--- src/rtl/keypad_scanner_pkg.sv ---
// Shared definitions for the keypad scanner and its consumers: NOKEY code,
// scanner FSM encoding and matrix position to key code decoding.
package keypad_scanner_pkg;

  localparam logic [3:0] NOKEY = 4'hF;

  typedef enum logic [1:0] {
    SCAN     = 2'd0,
    DEBOUNCE = 2'd1,
    PRESSED  = 2'd2
  } scan_state_t;

  // Digit code for row/column; '*' and '#' (and unused column 3) give NOKEY.
  function automatic logic [3:0] key_code(input logic [1:0] row, input logic [1:0] col);
    logic [3:0] code;
    code = NOKEY;
    if (col != 2'd3) begin
      case (row)
        2'd0: code = 4'd1 + {2'b00, col};
        2'd1: code = 4'd4 + {2'b00, col};
        2'd2: code = 4'd7 + {2'b00, col};
        default: code = (col == 2'd1) ? 4'd0 : NOKEY;
      endcase
    end
    return code;
  endfunction

  function automatic logic single_low(input logic [3:0] rows);
    return (rows == 4'b1110) || (rows == 4'b1101) ||
           (rows == 4'b1011) || (rows == 4'b0111);
  endfunction

  function automatic logic [1:0] low_index(input logic [3:0] rows);
    logic [1:0] idx;
    case (rows)
      4'b1101: idx = 2'd1;
      4'b1011: idx = 2'd2;
      4'b0111: idx = 2'd3;
      default: idx = 2'd0;
    endcase
    return idx;
  endfunction

endpackage

--- src/rtl/keypad_row_sync.sv ---
// Two-flop synchroniser for the asynchronous keypad rows; resets to the
// idle (all released, all-ones) level so no phantom press follows reset.
module keypad_row_sync #(
  parameter int WIDTH = 4
) (
  input  logic             clock,
  input  logic             reset,
  input  logic [WIDTH-1:0] din,
  output logic [WIDTH-1:0] dout
);

  logic [WIDTH-1:0] meta;

  always_ff @(posedge clock or negedge reset) begin
    if (!reset) begin
      meta <= '1;
      dout <= '1;
    end else begin
      meta <= din;
      dout <= meta;
    end
  end

endmodule

--- src/rtl/keypad_scanner.sv ---
// 4x3 matrix keypad scanner: drives one column at a time, debounces press and
// release, and presents a held digit code (or NOKEY) with a press strobe.
module keypad_scanner
  import keypad_scanner_pkg::*;
#(
  parameter int SCAN_DIV     = 16,
  parameter int DEBOUNCE_CNT = 8
) (
  input  logic        clock,
  input  logic        reset,
  input  logic [3:0]  row_n,
  output logic [2:0]  col_n,
  output logic [3:0]  key,
  output logic        key_pulse,
  output scan_state_t fsm_state
);

  localparam int SW = $clog2(SCAN_DIV);
  localparam int DW = $clog2(DEBOUNCE_CNT + 1);
  localparam logic [SW-1:0] SLOT_LAST = SW'(SCAN_DIV - 1);
  localparam logic [DW-1:0] DB_DONE   = DW'(DEBOUNCE_CNT);

  scan_state_t   state, state_next;
  logic [3:0]    rs;
  logic [1:0]    col_idx;
  logic [SW-1:0] slot_cnt;
  logic [DW-1:0] deb_cnt;
  logic [DW-1:0] rel_cnt;
  logic [3:0]    row_pat;
  logic [3:0]    code_lat;

  logic          sample;
  logic          hit;
  logic [3:0]    sample_code;
  logic          deb_match;
  logic          deb_done;
  logic          rel_done;
  logic          advance_col;

  keypad_row_sync #(.WIDTH(4)) u_row_sync (
    .clock (clock),
    .reset (reset),
    .din   (row_n),
    .dout  (rs)
  );

  assign sample      = (state == SCAN) && (slot_cnt == SLOT_LAST);
  assign sample_code = key_code(low_index(rs), col_idx);
  assign hit         = sample && single_low(rs) && (sample_code != NOKEY);
  assign deb_match   = (rs == row_pat);
  assign deb_done    = (deb_cnt == DB_DONE);
  assign rel_done    = (rel_cnt == DB_DONE);

  always_ff @(posedge clock or negedge reset) begin
    if (!reset) state <= SCAN;
    else        state <= state_next;
  end

  always_comb begin
    state_next  = state;
    advance_col = 1'b0;
    case (state)
      SCAN: begin
        if (hit)         state_next  = DEBOUNCE;
        else if (sample) advance_col = 1'b1;
      end
      DEBOUNCE: begin
        if (deb_done) begin
          state_next = PRESSED;
        end else if (!deb_match) begin
          state_next  = SCAN;
          advance_col = 1'b1;
        end
      end
      PRESSED: begin
        if (rel_done) begin
          state_next  = SCAN;
          advance_col = 1'b1;
        end
      end
      default: state_next = SCAN;
    endcase
  end

  always_comb begin
    case (col_idx)
      2'd1:    col_n = 3'b101;
      2'd2:    col_n = 3'b011;
      default: col_n = 3'b110;
    endcase
    fsm_state = state;
  end

  // Counters are cleared whenever their state is left, so none can wrap.
  always_ff @(posedge clock or negedge reset) begin
    if (!reset) begin
      col_idx   <= 2'd0;
      slot_cnt  <= '0;
      deb_cnt   <= '0;
      rel_cnt   <= '0;
      row_pat   <= 4'hF;
      code_lat  <= NOKEY;
      key       <= NOKEY;
      key_pulse <= 1'b0;
    end else begin
      if (advance_col) col_idx <= (col_idx == 2'd2) ? 2'd0 : col_idx + 2'd1;

      if (state == SCAN && !sample) slot_cnt <= slot_cnt + 1'b1;
      else                          slot_cnt <= '0;

      if (state == DEBOUNCE && state_next == DEBOUNCE) deb_cnt <= deb_cnt + 1'b1;
      else                                             deb_cnt <= '0;

      if (state == PRESSED && !rel_done && rs == 4'hF) rel_cnt <= rel_cnt + 1'b1;
      else                                             rel_cnt <= '0;

      if (hit) begin
        row_pat  <= rs;
        code_lat <= sample_code;
      end

      if (state == DEBOUNCE && deb_done)     key <= code_lat;
      else if (state == PRESSED && rel_done) key <= NOKEY;

      key_pulse <= (state == DEBOUNCE) && deb_done;
    end
  end

endmodule

--- config.mk ---
export PLATFORM = sky130hd
export DESIGN_NAME = keypad_scanner
export DESIGN_NICKNAME = d
export VERILOG_FILES = /design/src/rtl/keypad_scanner_pkg.sv /design/src/rtl/keypad_row_sync.sv /design/src/rtl/keypad_scanner.sv
export SDC_FILE = /design/constraint.sdc
export NUM_CORES = 1
export LEC_CHECK = 0
export BUFFER_PORTS_ARGS = -buffer_cell sky130_fd_sc_hd__clkbuf_2
export CAP_MARGIN = 20
export CORE_AREA = 5 5 64 66
export CTS_BUF_LIST = sky130_fd_sc_hd__clkbuf_8
export DETAILED_ROUTE_END_ITERATION = 12
export DIE_AREA = 0 0 69 71
export GPL_ROUTABILITY_DRIVEN = 0
export PLACE_DENSITY = 0.85
export REMOVE_ABC_BUFFERS = 1
export SYNTH_ARGS = -nofsm -noshare
export SYNTH_HDL_FRONTEND = slang
export SYNTH_SLANG_ARGS = --single-unit
--- constraint.sdc ---
create_clock -name clock -period 1.8 [get_ports clock]
set_input_delay 0.27 -clock clock [delete_from_list [all_inputs] [get_ports clock]]
set_output_delay 0.27 -clock clock [all_outputs]
set_load 0.01 [all_outputs]
Word level (Yosys, flattened, before mapping)
Index checks and enable logic that the tools add are counted.
{ "word_totals": {"register_bits": 37, "latchBits": 0, "ram_bits": 0, "romBits": 0, "input_bits": 6, "out_inout_bits": 10, "elab_cells": 75, "n_memories": 0} }
{ "classes": {"add_sub_neg": 7, "multipliers": 0, "div": 0, "n_lt_le_gt_ge": 0, "eq_ne": 18, "n_shift": 0, "mux": 22, "bitwise_logic": 0, "reduce_logical": 17} }
{ "op_table": {"columns": ["op", "n"], "rows": [
  ["== test 4 bit (second input constant)", 7],
  ["2-to-1 mux 4 bit", 7],
  ["adder 4 x 1 -> 4 bit (second input constant)", 3],
  ["case mux 2 bit (3 select lines)", 2],
  ["case mux 4 bit (3 select lines)", 1],
  ["2-to-1 mux 2 bit", 5],
  ["logical AND 1 bit", 9],
  ["adder 3 x 2 -> 4 bit (first input constant)", 2],
  ["== test 2 x 1 -> 1 bit (second input constant)", 4],
  ["== test 2 bit (second input constant)", 3],
  ["case mux 3 bit (2 select lines)", 1],
  ["2-to-1 mux 1 bit", 5],
  ["== test 4 x 3 -> 1 bit (second input constant)", 1],
  ["== test 4 bit", 1],
  ["logical NOT 2 bit", 2],
  ["inequality test 4 bit (second input constant)", 1],
  ["adder 1 x 2 -> 3 bit (first input constant)", 1],
  ["logical OR 1 bit", 3],
  ["case mux 1 bit (3 select lines)", 1],
  ["adder 2 x 1 -> 2 bit (second input constant)", 1],
  ["logical NOT 1 bit", 2],
  ["inequality test 2 bit (second input constant)", 1],
  ["nonzero test 2 bit", 1]
]} }

Longest topological paths before layout
Gate-level depths: netlist of run 1.
{ "logic_depth": {"depth_word": 12, "depth_mapped": 8, "ltp_nobuf": 7} }

Modules after synthesis
A second synthesis of run 1 with hierarchy kept.
{ "unflattened": {"hier_cells": 154, "hier_area_um2": 1811.7} }
{ "by_module_without_submodules": {"columns": ["mod", "n_inst", "cells_each", "area_per_inst_um2"], "rows": [
  ["keypad_scanner", 1, 146, 1601.5],
  ["keypad_row_sync", 1, 8, 210.2]
]} }

Worst setup path before layout of run 1
No wires, ideal clock.
{ "synth_timing": {"kind": "register to register", "start": "reg u_row_sync.dout[3]", "end": "reg code_lat[0]", "setup_time_ps": 82, "arrival_time_ps": 1697, "path_slack_ps": 21, "stages_incl_launch_ff": 8, "path_buffers": 2, "cell_sequence": "dfstp_2 buf_6 nand2_2 a21o_1 a211o_1 nor2b_2 buf_6 mux2_4"} }
{ "synth_via": {"elab_chain_len": 7, "word_cells_on_any_way": 16, "cone_classes": "eq/ne (7); mux (3); reduce/logical (6)"} }
{ "synth_lines": {"columns": ["element", "line_no", "rtl"], "rows": [
  ["from (decl)", "keypad_row_sync.sv:9", "output logic [WIDTH-1:0] dout"],
  ["from (signal assigned)", "keypad_row_sync.sv:20", "dout <= meta;"],
  ["== test 4 x 3 -> 1 bit (tied with other cells)", "keypad_scanner_pkg.sv:30, keypad_scanner_pkg.sv:35", null],
  ["case mux 2 bit (3 select lines)", "keypad_scanner_pkg.sv:35", "case (rows)"],
  ["== test 2 bit (tied with other cells)", "keypad_scanner_pkg.sv:18", "case (row)"],
  ["case mux 4 bit (3 select lines)", "keypad_scanner_pkg.sv:18", null],
  ["2-to-1 mux 4 bit", "keypad_scanner_pkg.sv:17", "if (col != 2'd3) begin"],
  ["inequality test 4 bit", "keypad_scanner.sv:49", "assign hit = sample && single_low(rs) && (sample_code != NOKEY);"],
  ["logical AND 1 bit", "keypad_scanner.sv:49", null],
  ["to (signal assigned)", "keypad_scanner.sv:119", "code_lat <= sample_code;"],
  ["to (decl)", "keypad_scanner.sv:30", "logic [3:0] code_lat;"]
]} }
Several ways; a longest one is shown, not always the timed one.
A chain may end at the register's enable or synchronous reset.

Worst setup path in the final report of run 1
{ "layout_timing": {"start": "reg u_row_sync.dout[3]", "end": "reg code_lat[1]"} }
The elaborated chain is that of the path after synthesis.

==> results of run 1 <==
-- timing repair --
action,4_1_cts,5_1_grt
hold buffers,1,0
cloned,0,0
setup buffers,0,1
endpoints found under the setup margin,3,12
hold endpoints to repair,15,0
pin swaps,1,4
gates resized for setup,6,11
-- worst reg2reg max path, stage by stage (launching register included) --
cell and delay, ns:
dfstp_2 0.57, nor2b_2 0.18, o21ai_1 0.08, a211o_1 0.33
nor2b_2 0.17, buf_6 0.15, mux2_4 0.30
-- layout make-up --
type | count | area (um2)
well taps | 48 | 60.06
clock buffers | 6 | 82.58
inverters | 13 | 48.80
fillers | 298 | 1321
clock inverters | 2 | 33.78
repair buffers | 33 | 224.0
multi-input cells | 98 | 802.0
flip-flops and latches | 37 | 950.9
-- logic make-up after synthesis --
kind of cell,Yosys count,synth area share
xor gates and xnor gates,10,0.04885
DFF,37,0.5304
and+or+nand+nor,48,0.1396
buffers and inverters,19,0.05443
adders and majority gates,10,0.06978
muxes,10,0.07956
AOI/OAI and AO/OA,20,0.07747
-- routing by layer --
| metal | up-vias | track usage | part of all wire |
|---|---|---|---|
| met1 | 601 | 0.1728 | 0.44 |
| met5 | - | 0 | 0 |
| met4 | 0 | 0.06508 | 0.021 |
| li1 | 581 | - | - |
| met3 | 9 | 0.05256 | 0.047 |
| met2 | 24 | 0.2352 | 0.49 |
-- registers in the layout, indices dropped and copies added (netlist names) --
name	count
rel_cnt	4
row_pat	4
key_pulse	1
fsm_state	2
col_idx	2
u_row_sync.dout	4
slot_cnt	4
code_lat	4
deb_cnt	4
u_row_sync.meta	4
key	4
-- layout by cell type (no fill, tap or decap), types with 2 or more instances in the layout --
cell type and n:
dfstp_2 20, clkbuf_2 15, nand2_1 9, dfrtp_1 17, nor2b_2 2, o22a_1 5, xor2_2 2, nand3_1 7
nor2b_1 3, mux2_4 9, nand2b_1 2, xor2_1 5, buf_4 14, nand2_2 2, o21ai_0 2, xnor2_1 3
ha_1 9, clkbuf_8 6, inv_1 13, buf_6 3, nand3b_1 3, a21oi_1 3, nor3_1 2, nor2_1 12
-- per-stage QoR --
step	power (mW)	setup slack [ns]	hold WS, ns
floorplan	1.655	-0.1694	-0.02559
global placement	1.882	-0.03501	0.2490
detailed placement	1.917	-0.1021	0.2544
CTS	2.706	-0.05829	0.03823
global route	2.929	-0.1173	0.03962
finish	2.749	-0.04677	0.05387
-- path summary, 6_finish.rpt --
path / startpoint / cells past startpoint / to
worst max-delay path: u_row_sync.dout[3] / 6 / code_lat[1]
worst min-delay path: row_n[2] / 1 / u_row_sync.meta[2]
worst max register to register: u_row_sync.dout[3] / 6 / code_lat[1]
worst min register to register: u_row_sync.meta[0] / 0 / u_row_sync.dout[0]
max in group asynchronous: reset / 3 / u_row_sync.meta[3]
min in group asynchronous: reset / 2 / slot_cnt[2]
-- report_power, final --
part           internal (mW)  switching [mW]
clock                  0.446           0.287
combinational          0.444           0.411
sequential              1.04           0.122
total                   1.93           0.819
==> metrics.txt, run 1 <==
Post-synth EDFFs=0; global-route wire length before repair=around 5.6 mm; Crit path top cell by count=nor2b_2; Setup TNS=-0.3342 ns; Synth Instances=about 150; violated checks=setup timing; Seq cells post-synth=37; CTS root buf=clkbuf_8; RSZ-0062 raised after global routing=true; Yosys top cell by area=dfstp_2; Worst path max stage delay=0.57 ns; flop-to-flop setup slack=-0.05 ns; CTS tree=built; initial core utilization=0.5089; Final nets=around 200; Slew Viols, Final=0; cell with the most instances after synthesis=dfstp_2; min cycle time layout=1.847 ns; Die Y=~71 um; Total GRT Usage=0.1450; total global routing overflow=0; crit path launch type=register; initial DRC count=73; Final Skew=between 0.002 and 0.003 ns; sequential area share after synthesis=0.5304; Post-synth top cells=dfstp_2 (20), dfrtp_1 (17), inv_1 (13), nor2_1 (12); Crit Path Category=register to register; Detailed Place HPWL=around 2.3 mm; Chip Width=roughly 69 um; fmax=approximately 540 MHz; measured slew at the worst slew-check pin=~0.47 ns; initial antenna violation count=0; leakage=between 1 and 1.5 nW; CP Max Fanout=5; worst path cell trace=nor2b_2 > o21ai_1 > a211o_1 > nor2b_2 > buf_6 > mux2_4; delay-heaviest family, CP=flip-flops; Relative slew margins=0.6848; outcome=finished with violations; DRT Pass-1 Iters=4; H-tree levels=2; Clock Latency Late Sink=approximately 0.29 ns; PD cells=~1200 nW/um2; fin crit share=1.026; layout cells sized above 1=0.4286; ant diodes=0; CP bufs+invs=1; Final setup viols=9; Synth warnings=0; Clock transition at path regs=approximately 0.070 ns; Avg Inst Size Synth=11.64 um2; WL final=around 3.3 mm; WP data arrival=approximately 2.1 ns; Layout area overhead=22.82%; worst hold-check path type=input port to register; wire per inst=14.01 um; maximum capacitance violations=0; final worst slack=-0.04677 ns; core footprint=3523 um2; ANT nets after route=0; Synth area leaders=dfstp_2 (29%), dfrtp_1 (24%), ha_1 (7.0%), mux2_4 (6.7%), xor2_1 (3.4%); largest net degree at the start of global routing=21; slowest stage cell, crit path=dfstp_2; Yosys cell types=35; Inserted Clock Buffers=5; Synth Flop Type=dfstp_2; Async SR Flop Fraction=1.000; area of placed instances=~2000 um2; row cnt=22; final core occ=0.6250; Final Hold Fails=0; cell area after synthesis=around 1800 um2; final non-filler cell total=237; drt drc=0; clk buf depth=2; Cells after DPL=~230; DR vias=1,215; CP endpoint kind=register; top-area cell type share of the netlist area=0.2931; Port Buffers=15; Via density=roughly 5.1; vias in the first global route=between 1k and 1.5k; Ports=16; die area=~4900 um2; Worst EP required=approximately 2 ns; Max rail drop VDD=831.8 uV; CTS sink count=37; Final Cell Area=between 2000 and 2500 um2
Note: power is estimated with default switching activity, not from simulation.
==> inputs of run 2 (changes only) <==
CORE_AREA = 2 2 61 63   (was 5 5 64 66)
CTS_CLUSTER_DIAMETER = 100   (was unset)
DIE_AREA = 0 0 63 65   (was 0 0 69 71)
REMOVE_ABC_BUFFERS = unset   (was 1)
==> run 2 against run 1 <==
Against the previous run: the flow still finishes with violations (setup timing); hold slack better by 0.0036 ns; clock-buffer cell count unchanged; via count increased by 1.5%; flip-flop and latch count unchanged; global-route usage up 4.2 points; power decreased by 3.7%; register-to-register slack worse by 0.04 ns; critical path type unchanged; critical endpoint is now row_pat[2]; largest cell class unchanged; largest power group unchanged.
==> metrics.txt, run 2 (synthesized netlist as in run 1, its figures left out) <==
Die Y=65 um (was 71 um); CP endpoint kind=register (unchanged); PD cells=1201 nW/um2 (was 1248 nW/um2); RSZ-0062 raised after global routing=true (unchanged); fin crit share=1.046 (was 1.026); Clk network pwr share=0.221 (was 0.266); leakage=1.030 nW (was 1.029 nW); wire per inst=15.11 um (was 14.01 um); Slew Viols, Final=0 (unchanged); NetSw=0.8207 mW (was 0.8194 mW); initial core utilization=0.5129 (was 0.5089); Port Buffers=15 (unchanged); outcome=finished with violations (unchanged); flop-to-flop setup slack=-0.08 ns (was -0.05 ns); die area=4095 um2 (was 4899 um2); clk buf depth=2 (unchanged); final core occ=0.6306 (was 0.6250); commonest cells after routing, fill and taps aside=dfstp_2 (20), dfrtp_1 (17), clkbuf_2 (15) (unchanged); maximum capacitance violations=0 (unchanged); Sw Ratio=0.3101 (was 0.2980); vias in the first global route=1,346 (was 1,232); total global routing overflow=0 (unchanged); initial antenna violation count=0 (unchanged); Final Hold Fails=0 (unchanged); final worst slack=-0.08299 ns (was -0.04677 ns); largest net degree at the start of global routing=38 (was 21); Inserted Clock Buffers=5 (unchanged); ANT nets after route=0 (unchanged); Internal Pwr Total=1.826 mW (was 1.930 mW); overall power=2.647 mW (was 2.749 mW); Mapped Nets=170; Final Skew=0.006306 ns (was 0.002955 ns); Reg area=950.9 um2 (unchanged); min cycle time layout=1.883 ns (was 1.847 ns); Cells after DPL=224 (was 227); ant diodes=0 (unchanged); worst setup path end=row_pat[2] (was code_lat[1]); Worst EP required=2.02 ns (about the same); initial DRC count=40 (was 73); Relative slew margins=0.7884 (was 0.6848); DR vias=1,233 (was 1,215); Max rail drop VDD=773.0 uV (was 831.8 uV); Clock Latency Late Sink=0.29 ns (about the same); Clock transition at path regs=0.07 ns (about the same); CP Max Fanout=5 (unchanged); Crit Reg-Reg Startpoint=u_row_sync.dout[3] (unchanged); power share of the sequential group=0.439 (was 0.423); Layout area overhead=22.96% (was 22.82%); fmax=531.1 MHz (was 541.5 MHz); measured slew at the worst slew-check pin=0.3133 ns (was 0.4728 ns); Ports=16 (unchanged); core footprint=3496 um2 (was 3523 um2); Comb pwr share=0.340 (was 0.311); global-route wire length before repair=5.830 mm (was 5.582 mm); row cnt=22 (unchanged); Chip Width=63 um (was 69 um); WP data arrival=2.10 ns (was 2.07 ns); Reg2Reg Depth=6 (unchanged); worst hold-check path type=input port to register (unchanged); Total GRT Usage=0.1872 (was 0.1450); Via density=5.181 (was 5.127); drt drc=0 (unchanged); CTS root buf=clkbuf_8 (unchanged); Final setup viols=10 (was 9); final non-filler cell total=238 (was 237); commonest non-fill, non-tap cell in the layout=dfstp_2 (unchanged); Final nets=205 (was 204); H-tree levels=2 (unchanged); Detailed Place HPWL=2.461 mm (was 2.308 mm); Crit Path Category=register to register (unchanged); crit path launch type=register (unchanged); layout cells sized above 1=0.4158 (was 0.4286); CTS sink count=37 (unchanged); violated checks=setup timing (unchanged); Worst setup startpoint=u_row_sync.dout[3] (unchanged); FF-to-FF End=row_pat[2] (was code_lat[1]); Fillers=266 (was 298); area of the multi-input gates=784.5 um2 (was 802.0 um2); WL final=3.596 mm (was 3.320 mm); WHS Path Cells=1 (unchanged); CTS tree=built (unchanged); DRT Pass-1 Iters=4 (unchanged)
-- run 2: cell count changes in the layout (fill, tap and decap cells not counted), sizes merged --
cell	change
bufinv	-1
clkbuf	+1
clkinvlp	+1
-- run 2: cell type report --
class / count / area share
clock buffers: 6 / 0.03746
clock inverters: 2 / 0.005108
inverters: 13 / 0.02213
multi-input cells: 98 / 0.3558
flip-flops and latches: 37 / 0.4313
well taps: 48 / 0.02724
repair buffers: 34 / 0.1209
-- run 2: power groups by stage --
stage | logic, mW | clock network (mW) | registers [mW]
6_report | 0.900 | 0.586 | 1.16
5_1_grt | 0.991 | 0.642 | 1.18
4_1_cts | 0.850 | 0.611 | 1.15
3_5_place_dp | 0.789 | 0 | 1.16
3_3_place_gp | 0.741 | 0 | 1.15
2_1_floorplan | 0.522 | 0 | 1.14
-- run 2: worst min path at each step --
stage / start / end / slack (ns)
after CTS: row_n[0] / u_row_sync.meta[0] / 0.04
final: row_n[3] / u_row_sync.meta[3] / 0.06
after global routing: row_n[0] / u_row_sync.meta[0] / 0.04
after floorplan: reset / col_idx[0] / -0.03
after detailed placement: reset / deb_cnt[3] / 0.25
after global placement: reset / key_pulse / 0.25
-- run 2: worst max-delay path, cell delays in order, from the launching register on --
cell and delay, ns:
dfstp_2 0.59, nand2_2 0.07, a21o_1 0.16, a211o_1 0.35
nor2b_4 0.19, clkbuf_16 0.17, mux2_4 0.30
-- run 2: stage by stage --
step	worst slack, ns	hold slack (ns)	TNS, ns	instance area, um2
floorplan	0.02064	-0.02559	0	1793
global placement	-0.002535	0.2455	-0.002535	2002
detailed placement	-0.09924	0.2500	-0.4722	2002
CTS	-0.03370	0.04437	-0.2310	2148
global route	-0.1207	0.03862	-0.9884	2205
finish	-0.08299	0.05750	-0.5636	2205
-- run 2: what timing repair did --
item / in CTS / in global routing
endpoints found under the setup margin: 10 / 11
gates cloned: 0 / 1
buffers inserted: 2 / 2
resized for setup: 9 / 4
hold buffers: 1 / 0
pin swaps: 1 / 1
hold endpoints to repair: 17 / 0
-- run 2: routing by layer --
layer  part of all wire  GRT usage  up-vias  wire length (um)
met3              0.045    0.05903       12               161
met2               0.53     0.3444       35              1919
met1               0.40     0.1923      597              1432
met4              0.023    0.08889        0                83
li1                   -          -      589                 -
met5                  0          0        -                 0
==> inputs of run 3 (changes only) <==
CAP_MARGIN = 0   (was 20)
clock period = 1.55 ns   (was 1.8 ns; I/O delays follow)
==> run 3 against run 2 <==
Against the previous run: the flow still finishes with violations (setup timing); clock skew grew 0.00098 ns; die area did not move; via count is 3.4% higher; non-clock buffer count rose by 17; critical path depth is the same; clock-buffer cell count unchanged; maximum frequency grew 1.4%; clock power increased by 14%; design area grew 7.2%; sequential share of layout area down 2.8 points; largest cell class unchanged.
==> metrics.txt, run 3 (synthesized netlist as in run 1, its figures left out) <==
RSZ-0062 raised after global routing=true (unchanged); Fillers=244 (was 266); area of placed instances=2133 um2 (was 2002 um2); total global routing overflow=0 (unchanged); largest net degree at the start of global routing=21 (was 38); CTS root buf=clkbuf_8 (unchanged); Max rail drop VDD=768.5 uV (was 773.0 uV); ANT nets after route=0 (unchanged); Total GRT Usage=0.1921 (was 0.1872); layout cells sized above 1=0.4928 (was 0.4158); DRT Pass-1 Iters=4 (unchanged); Mapped Nets=170 (unchanged); core footprint=3496 um2 (unchanged); Relative slew margins=0.6915 (was 0.7884); crit path launch type=register (unchanged); Final nets=222 (was 205); min cycle time layout=1.856 ns (was 1.883 ns); Detailed Place HPWL=2.652 mm (was 2.461 mm); CP bufs+invs=1 (unchanged); Chip Width=63 um (unchanged); final non-filler cell total=255 (was 238); CTS sink count=37 (unchanged); delay-heaviest family, CP=flip-flops (unchanged); measured slew at the worst slew-check pin=0.4627 ns (was 0.3133 ns); worst path cell trace=nand2_2 > a21o_1 > a211o_1 > nor2b_2 > buf_6 > mux2_4 (was nand2_2 > a21o_1 > a211o_1 > nor2b_4 > clkbuf_16 > mux2_4); maximum capacitance violations=0 (unchanged); violated checks=setup timing (unchanged); Via density=5.000 (was 5.181); Die Y=65 um (unchanged); wire per inst=14.14 um (was 15.11 um); Clock Latency Late Sink=0.29 ns (about the same); Final Skew=0.007283 ns (was 0.006306 ns); Cells after DPL=241 (was 224); leakage=1.119 nW (was 1.030 nW); PD cells=1429 nW/um2 (was 1201 nW/um2); WL final=3.605 mm (was 3.596 mm); GRT busiest layer=met2 (unchanged); Reg area=952.2 um2 (was 950.9 um2); Final Cell Area=2362 um2 (was 2205 um2); fin crit share=1.198 (was 1.046); fmax=538.7 MHz (was 531.1 MHz); commonest non-fill, non-tap cell in the layout=buf_4 (was dfstp_2); Ports=16 (unchanged); Final Hold Fails=0 (unchanged); WP data arrival=2.07 ns (was 2.10 ns); Clock transition at path regs=0.06 ns (was 0.07 ns); met1 Resource Use GR=0.2115 (was 0.1923); CTS tree=built (unchanged); DR vias=1,275 (was 1,233); worst hold-check path type=input port to register (unchanged); met3 usage=0.04688 (was 0.05903); final worst slack=-0.3065 ns (was -0.08299 ns); Crit Path Category=register to register (unchanged); grt met2 use=0.3604 (was 0.3444); row cnt=22 (unchanged); Final setup viols=12 (was 10); die area=4095 um2 (unchanged); commonest cells after routing, fill and taps aside=buf_4 (27), dfstp_2 (20), dfrtp_1 (16) (was dfstp_2 (20), dfrtp_1 (17), clkbuf_2 (15)); vias in the first global route=1,355 (was 1,346); Hold WS=0.02579 ns (was 0.05750 ns); clk buf depth=2 (unchanged); H-tree levels=2 (unchanged); global-route wire length before repair=6.016 mm (was 5.830 mm); Layout area overhead=31.75% (was 22.96%); slowest stage cell, crit path=dfstp_2 (unchanged); ant diodes=0 (unchanged); initial antenna violation count=0 (unchanged); Slew Viols, Final=0 (unchanged); initial DRC count=43 (was 40); Worst EP required=1.76 ns (was 2.02 ns); outcome=finished with violations (unchanged); drt drc=0 (unchanged); initial core utilization=0.5129 (unchanged); Inserted Clock Buffers=5 (unchanged); Worst path max stage delay=0.59 ns (about the same); CP endpoint kind=register (unchanged); area of the multi-input gates=815.8 um2 (was 784.5 um2); Port Buffers=15 (unchanged); CP Max Fanout=5 (unchanged)
==> run 3: final timing paths <==
| path | to | from | cells past startpoint | slack (ns) |
|---|---|---|---|---|
| worst max-delay path | code_lat[1] | u_row_sync.dout[3] | 6 | -0.31 |
| worst min-delay path | u_row_sync.meta[2] | row_n[2] | 1 | 0.03 |
| worst max register to register | code_lat[1] | u_row_sync.dout[3] | 6 | -0.31 |
| worst min register to register | u_row_sync.dout[1] | u_row_sync.meta[1] | 0 | 0.35 |
| max in group asynchronous | u_row_sync.dout[3] | reset | 3 | 0.59 |
| min in group asynchronous | slot_cnt[3] | reset | 2 | 0.42 |
==> run 3: through the flow <==
step	setup slack [ns]	TNS, ns	total power, mW	util
6_report	-0.3065	-3.034	3.376	0.6757
4_1_cts	-0.3008	-3.006	3.265	0.6560
5_1_grt	-0.3512	-3.789	3.599	0.6757
3_3_place_gp	-0.2711	-2.479	2.403	0.6102
3_5_place_dp	-0.3403	-3.472	2.469	0.6102
2_1_floorplan	-0.2022	-2.011	1.957	-
==> run 3: area by class of cell <==
class	count	share of cell area
repair buffers	51	0.1663
clock buffers	6	0.03496
well taps	48	0.02542
clock inverters	2	0.003178
inverters	13	0.02172
flip-flops and latches	37	0.4031
multi-input cells	98	0.3453
==> run 3: where the power goes <==
part / leakage (nW) / switching (mW) / internal (mW)
registers: 0.432 / 0.137 / 1.21
logic: 0.634 / 0.555 / 0.805
clock network: 0.0538 / 0.319 / 0.349
==> run 3: layer usage <==
metal,share of wire,vias up
li1,-,621
met1,0.41,622
met2,0.54,26
met3,0.035,6
met4,0.017,0
met5,0,-
==> run 3: repair_timing <==
item / 4_1_cts / 5_1_grt
hold buffers: 1 / 0
pin swaps: 2 / 5
setup endpoints to repair: 17 / 23
endpoints found under the hold margin: 9 / 0
buffers inserted: 1 / 4
resized for setup: 12 / 13
cloned: 0 / 0
